[src/rtl/stb_hit_counter_pkg.sv]
// Shared measure-unit definitions: hit-counter state encoding and default timing constants.
package stb_hit_counter_pkg;

    // One-hot, same style as the strobe generator's state register.
    typedef enum logic [6:0] {
        ST_IDLE       = 7'b000_0001,
        ST_REQ        = 7'b000_0010,
        ST_WAIT_DROP  = 7'b000_0100,
        ST_WAIT_VALID = 7'b000_1000,
        ST_SETTLE     = 7'b001_0000,
        ST_SAMPLE     = 7'b010_0000,
        ST_DONE       = 7'b100_0000
    } stb_hit_state_t;

    localparam int unsigned DEF_SETTLE_CYCLES  = 4;
    localparam int unsigned DEF_TIMEOUT_CYCLES = 1024;

endpackage

[src/rtl/sync_ff.sv]
// Multi-stage flop synchronizer for asynchronous inputs, synchronous active-high reset.
module sync_ff #(
    parameter int unsigned WIDTH  = 1,
    parameter int unsigned STAGES = 2
) (
    input  logic             clk_i,
    input  logic             rst_i,
    input  logic [WIDTH-1:0] d_i,
    output logic [WIDTH-1:0] q_o
);

    logic [WIDTH-1:0] sync_q [STAGES];

    always_ff @(posedge clk_i) begin
        if (rst_i) begin
            for (int i = 0; i < int'(STAGES); i++) begin
                sync_q[i] <= '0;
            end
        end else begin
            sync_q[0] <= d_i;
            for (int i = 1; i < int'(STAGES); i++) begin
                sync_q[i] <= sync_q[i-1];
            end
        end
    end

    assign q_o = sync_q[STAGES-1];

endmodule

[src/rtl/stb_hit_counter.sv]
// Requests strobes one at a time, samples the synchronized comparator once each strobe has
// settled, and reports hit/total counts (or an abort) on a valid/ready result handshake.
module stb_hit_counter
    import stb_hit_counter_pkg::*;
#(
    parameter int unsigned CNT_WIDTH      = 16,
    parameter int unsigned SETTLE_CYCLES  = DEF_SETTLE_CYCLES,
    parameter int unsigned SYNC_STAGES    = 2,
    parameter int unsigned TIMEOUT_CYCLES = DEF_TIMEOUT_CYCLES
) (
    input  logic                 clk_i,
    input  logic                 rst_i,
    input  logic                 start_i,
    input  logic [CNT_WIDTH-1:0] n_samples_i,
    input  logic                 stb_rdy_i,
    output logic                 stb_req_o,
    input  logic                 stb_valid_i,
    input  logic                 cmp_i,
    output logic                 busy_o,
    output logic                 res_valid_o,
    input  logic                 res_ready_i,
    output logic [CNT_WIDTH-1:0] hits_o,
    output logic [CNT_WIDTH-1:0] total_o,
    output logic                 err_o
);

    localparam int unsigned SET_W = $clog2(SETTLE_CYCLES + 1);
    localparam int unsigned TMO_W = $clog2(TIMEOUT_CYCLES + 1);
    localparam logic [SET_W-1:0] SET_LOAD = SET_W'(SETTLE_CYCLES - 1);
    localparam logic [TMO_W-1:0] TMO_LOAD = TMO_W'(TIMEOUT_CYCLES - 1);

    stb_hit_state_t       state_q, state_d;
    logic [CNT_WIDTH-1:0] n_q, n_d;
    logic [CNT_WIDTH-1:0] hits_q, hits_d;
    logic [CNT_WIDTH-1:0] total_q, total_d;
    logic                 err_q, err_d;
    logic [TMO_W-1:0]     tmo_q, tmo_d;
    logic [SET_W-1:0]     settle_q, settle_d;
    logic                 busy_q;
    logic                 cmp_sync;

    sync_ff #(
        .WIDTH  (1),
        .STAGES (SYNC_STAGES)
    ) u_cmp_sync (
        .clk_i (clk_i),
        .rst_i (rst_i),
        .d_i   (cmp_i),
        .q_o   (cmp_sync)
    );

    always_comb begin
        state_d  = state_q;
        n_d      = n_q;
        hits_d   = hits_q;
        total_d  = total_q;
        err_d    = err_q;
        tmo_d    = tmo_q;
        settle_d = settle_q;

        case (state_q)
            ST_IDLE: begin
                if (start_i) begin
                    n_d     = n_samples_i;
                    hits_d  = '0;
                    total_d = '0;
                    if (!stb_rdy_i) begin
                        err_d   = 1'b1;
                        state_d = ST_DONE;
                    end else if (n_samples_i == '0) begin
                        err_d   = 1'b0;
                        state_d = ST_DONE;
                    end else begin
                        err_d   = 1'b0;
                        state_d = ST_REQ;
                    end
                end
            end
            ST_REQ: begin
                tmo_d   = TMO_LOAD;
                state_d = ST_WAIT_DROP;
            end
            // One timeout budget spans both wait states; it saturates at zero so a
            // late drop still leaves WAIT_VALID a single chance before aborting.
            ST_WAIT_DROP: begin
                if (!stb_valid_i) begin
                    state_d = ST_WAIT_VALID;
                    if (tmo_q != '0) tmo_d = tmo_q - 1'b1;
                end else if (tmo_q == '0) begin
                    err_d   = 1'b1;
                    state_d = ST_DONE;
                end else begin
                    tmo_d = tmo_q - 1'b1;
                end
            end
            ST_WAIT_VALID: begin
                if (stb_valid_i) begin
                    settle_d = SET_LOAD;
                    state_d  = ST_SETTLE;
                end else if (tmo_q == '0) begin
                    err_d   = 1'b1;
                    state_d = ST_DONE;
                end else begin
                    tmo_d = tmo_q - 1'b1;
                end
            end
            ST_SETTLE: begin
                if (settle_q == '0) state_d = ST_SAMPLE;
                else                settle_d = settle_q - 1'b1;
            end
            ST_SAMPLE: begin
                total_d = total_q + 1'b1;
                hits_d  = hits_q + CNT_WIDTH'(cmp_sync);
                state_d = (total_d == n_q) ? ST_DONE : ST_REQ;
            end
            ST_DONE: begin
                if (res_ready_i) state_d = ST_IDLE;
            end
            default: state_d = ST_IDLE;
        endcase
    end

    always_ff @(posedge clk_i) begin
        if (rst_i) begin
            state_q  <= ST_IDLE;
            n_q      <= '0;
            hits_q   <= '0;
            total_q  <= '0;
            err_q    <= 1'b0;
            tmo_q    <= '0;
            settle_q <= '0;
            busy_q   <= 1'b0;
        end else begin
            state_q  <= state_d;
            n_q      <= n_d;
            hits_q   <= hits_d;
            total_q  <= total_d;
            err_q    <= err_d;
            tmo_q    <= tmo_d;
            settle_q <= settle_d;
            busy_q   <= (state_d != ST_IDLE);
        end
    end

    assign stb_req_o   = (state_q == ST_REQ);
    assign res_valid_o = (state_q == ST_DONE);
    assign busy_o      = busy_q;
    assign hits_o      = hits_q;
    assign total_o     = total_q;
    assign err_o       = err_q;

endmodule

[config.mk]
export PLATFORM = sky130hd
export DESIGN_NAME = stb_hit_counter
export DESIGN_NICKNAME = d
export VERILOG_FILES = /design/src/rtl/stb_hit_counter_pkg.sv /design/src/rtl/sync_ff.sv /design/src/rtl/stb_hit_counter.sv
export SDC_FILE = /design/constraint.sdc
export NUM_CORES = 1
export LEC_CHECK = 0
export ABC_AREA = 1
export BUFFER_PORTS_ARGS = -buffer_cell sky130_fd_sc_hd__buf_2
export CORE_UTILIZATION = 25
export DETAILED_ROUTE_END_ITERATION = 12
export GPL_ROUTABILITY_DRIVEN = 0
export SYNTH_ARGS = -nofsm -noshare
export SYNTH_HDL_FRONTEND = slang
export SYNTH_HIERARCHICAL = 1
export SYNTH_SLANG_ARGS = --single-unit
[constraint.sdc]
create_clock -name clk_i -period 2.1 [get_ports clk_i]
set_input_delay 0.42 -clock clk_i [delete_from_list [all_inputs] [get_ports clk_i]]
set_output_delay 0.42 -clock clk_i [all_outputs]
set_load 0.05 [all_outputs]
==> impl_metrics.py, run 1 <==
metrics = {
    "clock_tree": {
        "clk_latency_ns": 0.34,
        "cts_buffer_depth": 2,
        "clock_sinks": 73,
        "clk_pin_slew_ns": 0.05,
        "cts_tree": "yes",
        "htree_levels": 3,
        "cts_inserted_buffers": 9,
        "postCtsHoldBufs": 0,
        "clockRootBuffer": "clkbuf_16",
    },
    "placement": {
        "port_buffers": 58,
        "dp.cells": 949,
        "postPlaceCellArea_sq_mm": 0.00486,
        "dp_hpwl_microns": 8780,
    },
    "sta": {
        "slew_viol_final": 0,
        "report.final.hold_viol_count": 0,
        "setup_viol": 0,
        "fin_skew_ns": 0.0131,
        "tightestPinTransition_ns": 0.536,
        "max_slew_margin": 0.640,
        "period_needed_ns": 1.96,
        "fmax_ghz": 0.509,
        "finalCritPeriodShare": 0.935,
        "timing.hold.ws_ns": 0.308,
    },
    "route": {
        "drt_first_pass_iters": 4,
        "routedWlPerCell_microns": 12.1,
        "via_per_inst": 4.52,
        "top_layer": "met4",
        "antenna_left": 0,
        "drc": 0,
        "routed-wl-met3_microns": 508,
        "vias": 4370,
        "wl_met2_microns": 5270,
        "totalWireLength_microns": 11700,
        "routedLengthMet1_microns": 5810,
        "drtIter0Drc": 154,
    },
    "synthesis": {
        "synth.avg_cell_area_sq_um": 6.33,
        "yosysWarnings": 6,
        "netlist_instances": 670,
        "synth-seq-cells": 73,
        "synth_area_sq_mm": 0.00424,
        "ys_seq_area_frac": 0.345,
        "synth_cell_types": 36,
        "syn_nets": 699,
    },
    "worst_setup_path": {
        "cpPeakStageDelay_ns": 0.34,
        "start_kind": "flop",
        "crit_family": "simple AND/OR/NAND/NOR gates",
        "worst-path-max-fanout": 3,
        "cp_cell_sequence": "nor2_2 -> nand2_2 -> nor3_2 -> buf_2",
        "critPathArrivalTime_ns": 1.54,
        "end_kind": "output pin",
        "critPathBufInv": 1,
        "r2r_setup_slack_ns": 0.19,
        "critPathRequiredTime_ns": 1.68,
        "cp_slowest_cell": "dfxtp_1",
        "crit_type": "reg -> out",
    },
    "global_route": {
        "antenna_found_initial": 0,
        "grt_pass1_vias": 4011,
        "grt_pass1_wl_microns": 19600,
        "grt.total_usage": 0.140,
        "grt_max_degree": 38,
        "grt-ovfl-total": 0,
    },
    "run": {
        "maxCapViolations": 0,
    },
    "cells_and_area": {
        "final_area_sq_mm": 0.00517,
        "syn_to_final_growth_pct": 22.1,
        "nets": 771,
        "finalNonFillerCells": 966,
        "layout_common_cells": "nand2_1, inv_1, nor2_1, dfxtp_1, a21oi_1",
        "layout_commonest_cell": "nand2_1",
        "antenna_cells": 0,
        "drive_gt1_frac": 0.165,
    },
    "power": {
        "seqPwrFrac": 0.441,
        "p_clk_frac": 0.416,
        "power_density_mw_per_mm2": 648,
        "netSwitchingFraction": 0.275,
        "combPwrFrac": 0.143,
        "internal-power_mw": 2.43,
        "power.switching_mw": 0.924,
        "power_leakage_nw": 2.13,
        "irDropWorstVdd_mv": 0.418,
    },
    "floorplanning": {
        "io_pins": 59,
        "rows": 47,
        "die_h_microns": 132,
        "die_w_microns": 132,
        "dieArea_sq_mm": 0.0175,
        "core-area_sq_mm": 0.0166,
        "initial_utilization": 0.256,
    },
    "hold_path": {
        "hold_class": "in -> reg",
    },
    "status": {
        "outcome": "finished clean",
    },
}
[through the flow]
stage               worst slack [ns]  power [mW]  setup TNS, ns   util
floorplan                    0.00925        1.84              0      -
global route                -0.00615        3.53       -0.00615  0.312
detailed placement             0.177        1.98              0  0.293
global placement               0.201        1.99              0  0.293
CTS                           0.0322        3.41              0  0.309
finish                         0.136        3.36              0  0.312
[state kept, by name (all words and copies together) (netlist names)]
register and flops:
hits_o 16, busy_o 1, n_q 16, settle_q 3
u_cmp_sync/sync_q 2, err_o 1, total_o 16, state_q 7
tmo_q 11
[per-layer routing]
metal	global-route usage	vias up
li1	-	2319
met1	0.182	1966
met2	0.226	75
met3	0.0334	10
met4	0.0473	0
met5	0	-
[power groups by stage]
stage,sequential (mW),clock [mW],combinational (mW)
floorplan,1.52,0,0.312
global placement,1.51,0,0.477
finish,1.48,1.40,0.481
detailed placement,1.51,0,0.475
global route,1.49,1.50,0.546
CTS,1.48,1.45,0.478
[Yosys cell counts]
| master | instances | area share |
|---|---|---|
| ha_1 | 6 | 0.018 |
| nor4_4 | 1 | 0.0050 |
| buf_2 | 2 | 0.0024 |
| or2_2 | 5 | 0.0074 |
| inv_1 | 80 | 0.071 |
| buf_4 | 1 | 0.0018 |
| nor3_1 | 11 | 0.013 |
| clkbuf_1 | 12 | 0.011 |
| o21a_1 | 1 | 0.0018 |
| a31oi_1 | 2 | 0.0030 |
| nand2_2 | 5 | 0.0074 |
| nand4_1 | 15 | 0.022 |
| xnor2_1 | 2 | 0.0041 |
| nand3b_1 | 1 | 0.0018 |
| nand3_2 | 1 | 0.0024 |
| o22ai_1 | 1 | 0.0015 |
| o21bai_2 | 1 | 0.0027 |
| nand3_1 | 60 | 0.071 |
| buf_6 | 1 | 0.0027 |
| dfxtp_1 | 73 | 0.34 |
| a31o_2 | 2 | 0.0041 |
| o21ai_0 | 32 | 0.038 |
| nor3b_1 | 1 | 0.0018 |
| o211ai_1 | 3 | 0.0053 |
| nor3_2 | 3 | 0.0071 |
| nor2_1 | 76 | 0.067 |
| o21bai_1 | 2 | 0.0035 |
| inv_2 | 1 | 0.00088 |
| and3_1 | 1 | 0.0015 |
| xor2_1 | 8 | 0.017 |
| a21oi_1 | 62 | 0.073 |
| nor4_1 | 5 | 0.0074 |
| xor3_1 | 1 | 0.0056 |
| clkinv_1 | 1 | 0.00088 |
| nand2_1 | 184 | 0.16 |
| nor2_2 | 7 | 0.010 |
[kinds of logic after synthesis]
logic type	share of synthesized area
simple gates	0.388
compound gates	0.133
buf+inv	0.0900
flops	0.345
xor+xnor	0.0263
fa+ha+maj	0.0177
[area by class of cell]
| class | instances | area [sq um] |
|---|---|---|
| Fill cell | 1873 | 11400 |
| Tap cell | 220 | 275 |
| Clock buffer | 15 | 258 |
| Timing Repair Buffer | 77 | 435 |
| Inverter | 82 | 310 |
| Multi-Input combinational cell | 499 | 2430 |
| Sequential cell | 73 | 1470 |
[tightest hold or removal path: stages]
cell and delay (ns):
buf_2 0.08, inv_1 0.03, nor2_1 0.07
[timing repair]
item / CTS / global route
gates resized for setup: 0 / 16
endpoints found under the hold margin: 0 / 0
buffers inserted: 0 / 2
endpoints found under the setup margin: 0 / 10
[final timing paths]
kind	cells past startpoint	start	end
min reg2reg	2	u_cmp_sync/sync_q[0][0]	u_cmp_sync/sync_q[0][1]
max	4	state_q[2]	res_valid_o
max reg2reg	9	tmo_q[0]	tmo_q[5]
min	3	cmp_i	u_cmp_sync/sync_q[0][0]
(Power assumes the default switching activity.)
==> inputs of run 2 (changes only) <==
==> constraint.sdc (replaced) <==
create_clock -name clk_i -period 2.15 [get_ports clk_i]
set_input_delay 0.43 -clock clk_i [delete_from_list [all_inputs] [get_ports clk_i]]
set_output_delay 0.43 -clock clk_i [all_outputs]
set_load 0.02 [all_outputs]
==> run 2 against run 1 <==
  * Clock-buffer cell count down 3
  * Sequential share of layout area up 0.10 points
  * Via count up 0.62%
  * Critical path type is now reg -> reg
  * Highest routed layer unchanged
==> impl_metrics.py, run 2 (same netlist as run 1, synthesis figures left out) <==
metrics = {
    "power": {
        "seqPwrFrac": 0.446,
        "p_clk_frac": 0.416,
        "combPwrFrac": 0.138,
        "power.switching_mw": 0.904,
        "power_density_mw_per_mm2": 631,
        "irDropWorstVdd_mv": 0.357,
        "internal-power_mw": 2.34,
        "power_leakage_nw": 2.14,
        "netSwitchingFraction": 0.279,
    },
    "cells_and_area": {
        "layout_commonest_cell": "nand2_1",
        "drive_gt1_frac": 0.158,
        "syn_to_final_growth_pct": 21.3,
        "layout_common_cells": "nand2_1, inv_1, nor2_1, dfxtp_1, a21oi_1",
        "nets": 770,
        "n_fill_cell": 1870,
        "antenna_cells": 0,
        "fin_util": 0.310,
    },
    "floorplanning": {
        "dieArea_sq_mm": 0.0175,
        "io_pins": 59,
        "initial_utilization": 0.256,
        "die_w_microns": 132,
        "rows": 47,
        "die_h_microns": 132,
        "core-area_sq_mm": 0.0166,
    },
    "route": {
        "via_per_inst": 4.55,
        "vias": 4397,
        "drtIter0Drc": 197,
        "drc": 0,
        "drt_first_pass_iters": 5,
        "routedWlPerCell_microns": 12.1,
        "totalWireLength_microns": 11700,
        "antenna_left": 0,
    },
    "global_route": {
        "grt-ovfl-total": 0,
        "grt_most_used_layer": "met2",
        "grt.total_usage": 0.138,
        "grtUsageMet2": 0.219,
        "grt_max_degree": 38,
        "grt_pass1_wl_microns": 19200,
        "grt_util_met1": 0.175,
        "antenna_found_initial": 0,
        "grt_pass1_vias": 3917,
        "grt_use_met3": 0.0358,
    },
    "run": {
        "maxCapViolations": 0,
    },
    "worst_setup_path": {
        "start_kind": "flop",
        "timing.rr.end": "state_q[1]",
        "end_kind": "flop",
        "critPathBufInv": 0,
        "critPathRequiredTime_ns": 2.36,
        "cpPeakStageDelay_ns": 0.41,
        "cp.depth": 12,
        "cp_common_cell": "nand2_1",
        "rr_worst_depth": 12,
        "crit_type": "reg -> reg",
        "cp_cell_sequence": "ha_2 -> nand2_1 -> nor2_4 -> nand2_1 -> o21bai_1 -> nand3_1 -> nand2_1 -> nand2_1 -> nor2_1 -> nand3_1 -> nand2_1 -> a21oi_1",
        "crit_family": "simple AND/OR/NAND/NOR gates",
        "critPathArrivalTime_ns": 2.19,
        "cp_slowest_cell": "dfxtp_1",
        "regToRegStartpoint": "total_o[1]",
        "worst-path-max-fanout": 6,
        "r2r_setup_slack_ns": 0.17,
    },
    "sta": {
        "report.final.hold_viol_count": 0,
        "fmax_ghz": 0.504,
        "period_needed_ns": 1.98,
        "max_slew_margin": 0.649,
        "slew_viol_final": 0,
        "grt_setup_unrepaired": "no",
        "tightestPinTransition_ns": 0.522,
        "finalCritPeriodShare": 0.923,
        "timing.hold.ws_ns": 0.314,
        "setup_viol": 0,
        "fin_skew_ns": 0.00596,
        "final.setup.tns_ns": 0,
    },
    "clock_tree": {
        "post_cts_buffers": 0,
        "cts_tree": "yes",
        "postCtsHoldBufs": 0,
        "clockRootBuffer": "clkbuf_16",
        "clock_sinks": 73,
        "clk_latency_ns": 0.34,
        "htree_levels": 3,
        "cts_inserted_buffers": 9,
        "cts_buffer_depth": 2,
        "clk_pin_slew_ns": 0.05,
    },
    "placement": {
        "dp_hpwl_microns": 8830,
        "port_buffers": 58,
    },
    "hold_path": {
        "hp-start": "cmp_i",
        "hold_class": "in -> reg",
        "holdPathStages": 3,
        "holdPathEnd": "u_cmp_sync/sync_q[0][0]",
    },
    "status": {
        "outcome": "finished clean",
    },
}
## run 2: per-stage QoR
stage,instance area (sq um),worst slack (ns),cells,power [mW]
6_report,5140,0.165,966,3.24
5_1_grt,5140,0.0196,966,3.41
4_1_cts,5120,0.149,966,3.30
3_5_place_dp,4860,0.164,950,1.92
3_3_place_gp,4860,0.173,950,1.92
2_1_floorplan,4240,0.314,670,1.78
## run 2: power by group through the flow
| stage | clock [mW] | combinational [mW] | sequential (mW) |
|---|---|---|---|
| global route | 1.45 | 0.504 | 1.45 |
| CTS | 1.41 | 0.449 | 1.44 |
| detailed placement | 0 | 0.448 | 1.47 |
| finish | 1.35 | 0.447 | 1.45 |
| global placement | 0 | 0.446 | 1.47 |
| floorplan | 0 | 0.302 | 1.47 |
## run 2: tightest hold or removal path, stage by stage
cell and delay, ns:
buf_2 0.08, inv_1 0.03, nor2_1 0.07
## run 2: what timing repair did
item,4_1_cts,5_1_grt
resized for setup,0,5
endpoints found under the setup margin,0,3
hold endpoints to repair,0,0
## run 2: worst max-delay path by stage
stage                 endpoint       start  slack, ns
global placement    state_q[1]  total_o[1]       0.17
floorplan           state_q[1]  total_o[0]       0.31
detailed placement  state_q[1]  total_o[1]       0.16
finish              state_q[1]  total_o[1]       0.17
CTS                 state_q[1]  total_o[1]       0.15
global route        state_q[1]  total_o[0]       0.02
## run 2: cell type report
class	instances	area (sq um)	area share
Multi-Input combinational cell	499	2410	0.469
Inverter	82	310	0.0604
Sequential cell	73	1460	0.284
Tap cell	220	275	0.0536
Timing Repair Buffer	76	425	0.0828
Clock inverter	4	20.0	0.00390
Clock buffer	12	236	0.0460
## run 2: per-layer routing
layer / part of all wire / vias up
li1: - / 2314
met1: 0.48 / 1976
met2: 0.45 / 87
met3: 0.046 / 20
met4: 0.027 / 0
met5: 0 / -
==> inputs of run 3 (changes only) <==
--- a/config.mk
+++ b/config.mk
@@ -12,5 +12,4 @@
 export GPL_ROUTABILITY_DRIVEN = 0
 export SYNTH_ARGS = -nofsm -noshare
 export SYNTH_HDL_FRONTEND = slang
-export SYNTH_HIERARCHICAL = 1
 export SYNTH_SLANG_ARGS = --single-unit
==> run 3 against run 2 <==
  * Worst hold slack got worse by 0.022 ns
  * Non-clock buffer count fell by 2
  * Sequential share of layout area fell by 0.63 points
  * First-iteration DRC count rose by 20%
  * Register-to-register slack improved by 0.10 ns
  * Largest cell class unchanged
==> impl_metrics.py, run 3 <==
metrics = {
    "status": {
        "outcome": "finished clean",
    },
    "floorplanning": {
        "die_w_microns": 134,
        "initial_utilization": 0.259,
        "io_pins": 59,
        "core-area_sq_mm": 0.0168,
        "rows": 47,
        "die_h_microns": 134,
        "dieArea_sq_mm": 0.0179,
    },
    "sta": {
        "fin_skew_ns": 0.00670,
        "slew_viol_final": 0,
        "max_slew_margin": 0.651,
        "grt_setup_unrepaired": "no",
        "timing.hold.ws_ns": 0.292,
        "fmax_ghz": 0.523,
        "report.final.hold_viol_count": 0,
        "layout_setup_ws_ns": 0.239,
        "finalCritPeriodShare": 0.889,
        "period_needed_ns": 1.91,
        "setup_viol": 0,
        "tightestPinTransition_ns": 0.523,
        "final.setup.tns_ns": 0,
    },
    "cells_and_area": {
        "nets": 753,
        "drive_gt1_frac": 0.187,
        "final_area_sq_mm": 0.00526,
        "layout_commonest_cell": "nand2_1",
        "finalNonFillerCells": 950,
        "layout_common_cells": "nand2_1, inv_1, dfxtp_1, nand3_1, a21oi_1",
        "syn_to_final_growth_pct": 21.3,
    },
    "placement": {
        "port_buffers": 58,
        "dp.cells": 933,
        "place_ws_ns": 0.227,
        "postPlaceCellArea_sq_mm": 0.00494,
        "dp_hpwl_microns": 9080,
    },
    "synthesis": {
        "synth.most_common_cell": "nand2_1",
        "synth.avg_cell_area_sq_um": 6.61,
        "yosysTopAreaCell": "dfxtp_1",
        "synthArstFlopShare": 0,
        "synth_area_sq_mm": 0.00434,
        "yosysWarnings": 0,
        "synth-seq-cells": 73,
        "synth_edf_count": 0,
        "synthTopCellsByArea": "dfxtp_1, nand2_1, nand3_1",
        "synthTopCellsByCount": "nand2_1, dfxtp_1, inv_1, nand3_1, a21oi_1",
        "syn_nets": 685,
        "ys_seq_area_frac": 0.337,
        "synth_cell_types": 44,
        "yosysTopAreaCellShare": 0.337,
        "netlist_instances": 656,
        "synthFlopType": "dfxtp_1",
    },
    "clock_tree": {
        "cts_tree": "yes",
        "clock_sinks": 73,
        "cts_inserted_buffers": 9,
        "cts.repair.resized": 0,
        "cts_buffer_depth": 2,
        "postCtsHoldBufs": 0,
        "clockRootBuffer": "clkbuf_16",
        "htree_levels": 3,
        "clk_latency_ns": 0.34,
        "clk_pin_slew_ns": 0.06,
        "post_cts_buffers": 0,
    },
    "route": {
        "drtIter0Drc": 237,
        "vias": 4379,
        "drc": 0,
        "via_per_inst": 4.61,
        "routedWlPerCell_microns": 12.6,
        "drt_first_pass_iters": 5,
        "totalWireLength_microns": 12000,
        "antenna_left": 0,
    },
    "worst_setup_path": {
        "rr_worst_depth": 12,
        "crit_type": "reg -> out",
        "start_kind": "flop",
        "end_kind": "output pin",
        "critPathRequiredTime_ns": 1.72,
        "critPathArrivalTime_ns": 1.48,
        "worst-path-max-fanout": 4,
    },
    "hold_path": {
        "holdPathStages": 3,
        "hold_class": "in -> reg",
    },
    "run": {
        "maxCapViolations": 0,
    },
    "power": {
        "power_density_mw_per_mm2": 658,
        "power_leakage_nw": 2.16,
        "irDropWorstVdd_mv": 0.361,
    },
    "global_route": {
        "grt-ovfl-total": 0,
        "grt.total_usage": 0.138,
        "grt_pass1_wl_microns": 19500,
        "grt_max_degree": 43,
        "antenna_found_initial": 1,
        "grt_pass1_vias": 3956,
    },
}
## run 3: changes by cell type after synthesis, sizes merged, moves of 4 or more
cell and delta:
inv -4, buf +5, nor2 -10, nand2 -12
clkbuf -4
## run 3: cells by family after synthesis
group | synth area share
adders and majority gates | 0.0173
and+or+nand+nor | 0.378
AOI/OAI and AO/OA | 0.141
xor gates and xnor gates | 0.0392
DFF | 0.337
buffers and inverters | 0.0868
## run 3: path summary, 6_finish.rpt
check	startpoint	to	slack (ns)
min	cmp_i	u_cmp_sync.sync_q[0][0]	0.29
max	state_q[4]	stb_req_o	0.24
min reg2reg	u_cmp_sync.sync_q[0][0]	u_cmp_sync.sync_q[0][1]	0.41
max reg2reg	total_o[1]	state_q[1]	0.27
## run 3: where the power goes
part / total (mW) / switching, mW / internal [mW]
sequential: 1.44 / 0.0343 / 1.41
combinational: 0.447 / 0.293 / 0.154
clock: 1.57 / 0.582 / 0.993
## run 3: final cells by class
cell class | count | area (sq um)
Antenna cell | 1 | 2.50
Clock buffer | 14 | 274
Clock inverter | 2 | 35.0
Fill cell | 1847 | 11500
Inverter | 78 | 293
Multi-Input combinational cell | 488 | 2510
Sequential cell | 73 | 1460
Tap cell | 220 | 275
Timing Repair Buffer | 74 | 410
## run 3: critical path: stages, from the launching register on
cell and delay [ns]:
dfxtp_1 0.29, inv_1 0.11, nand2_1 0.11, nor2_2 0.13, nand4_1 0.23, inv_1 0.11
buf_2 0.17
## run 3: stage by stage
stage | util | power, mW
3_5_place_dp | 0.295 | 1.92
6_report | 0.314 | 3.46
2_1_floorplan | - | 1.78
3_3_place_gp | 0.295 | 1.92
5_1_grt | 0.314 | 3.63
4_1_cts | 0.313 | 3.51
## run 3: routing by layer
layer / track usage / up-vias / routed length [microns]
met5: 0 / - / 0
met4: 0.0461 / 0 / 170
met3: 0.0373 / 12 / 515
met2: 0.228 / 82 / 5560
met1: 0.173 / 1998 / 5730
li1: - / 2287 / -
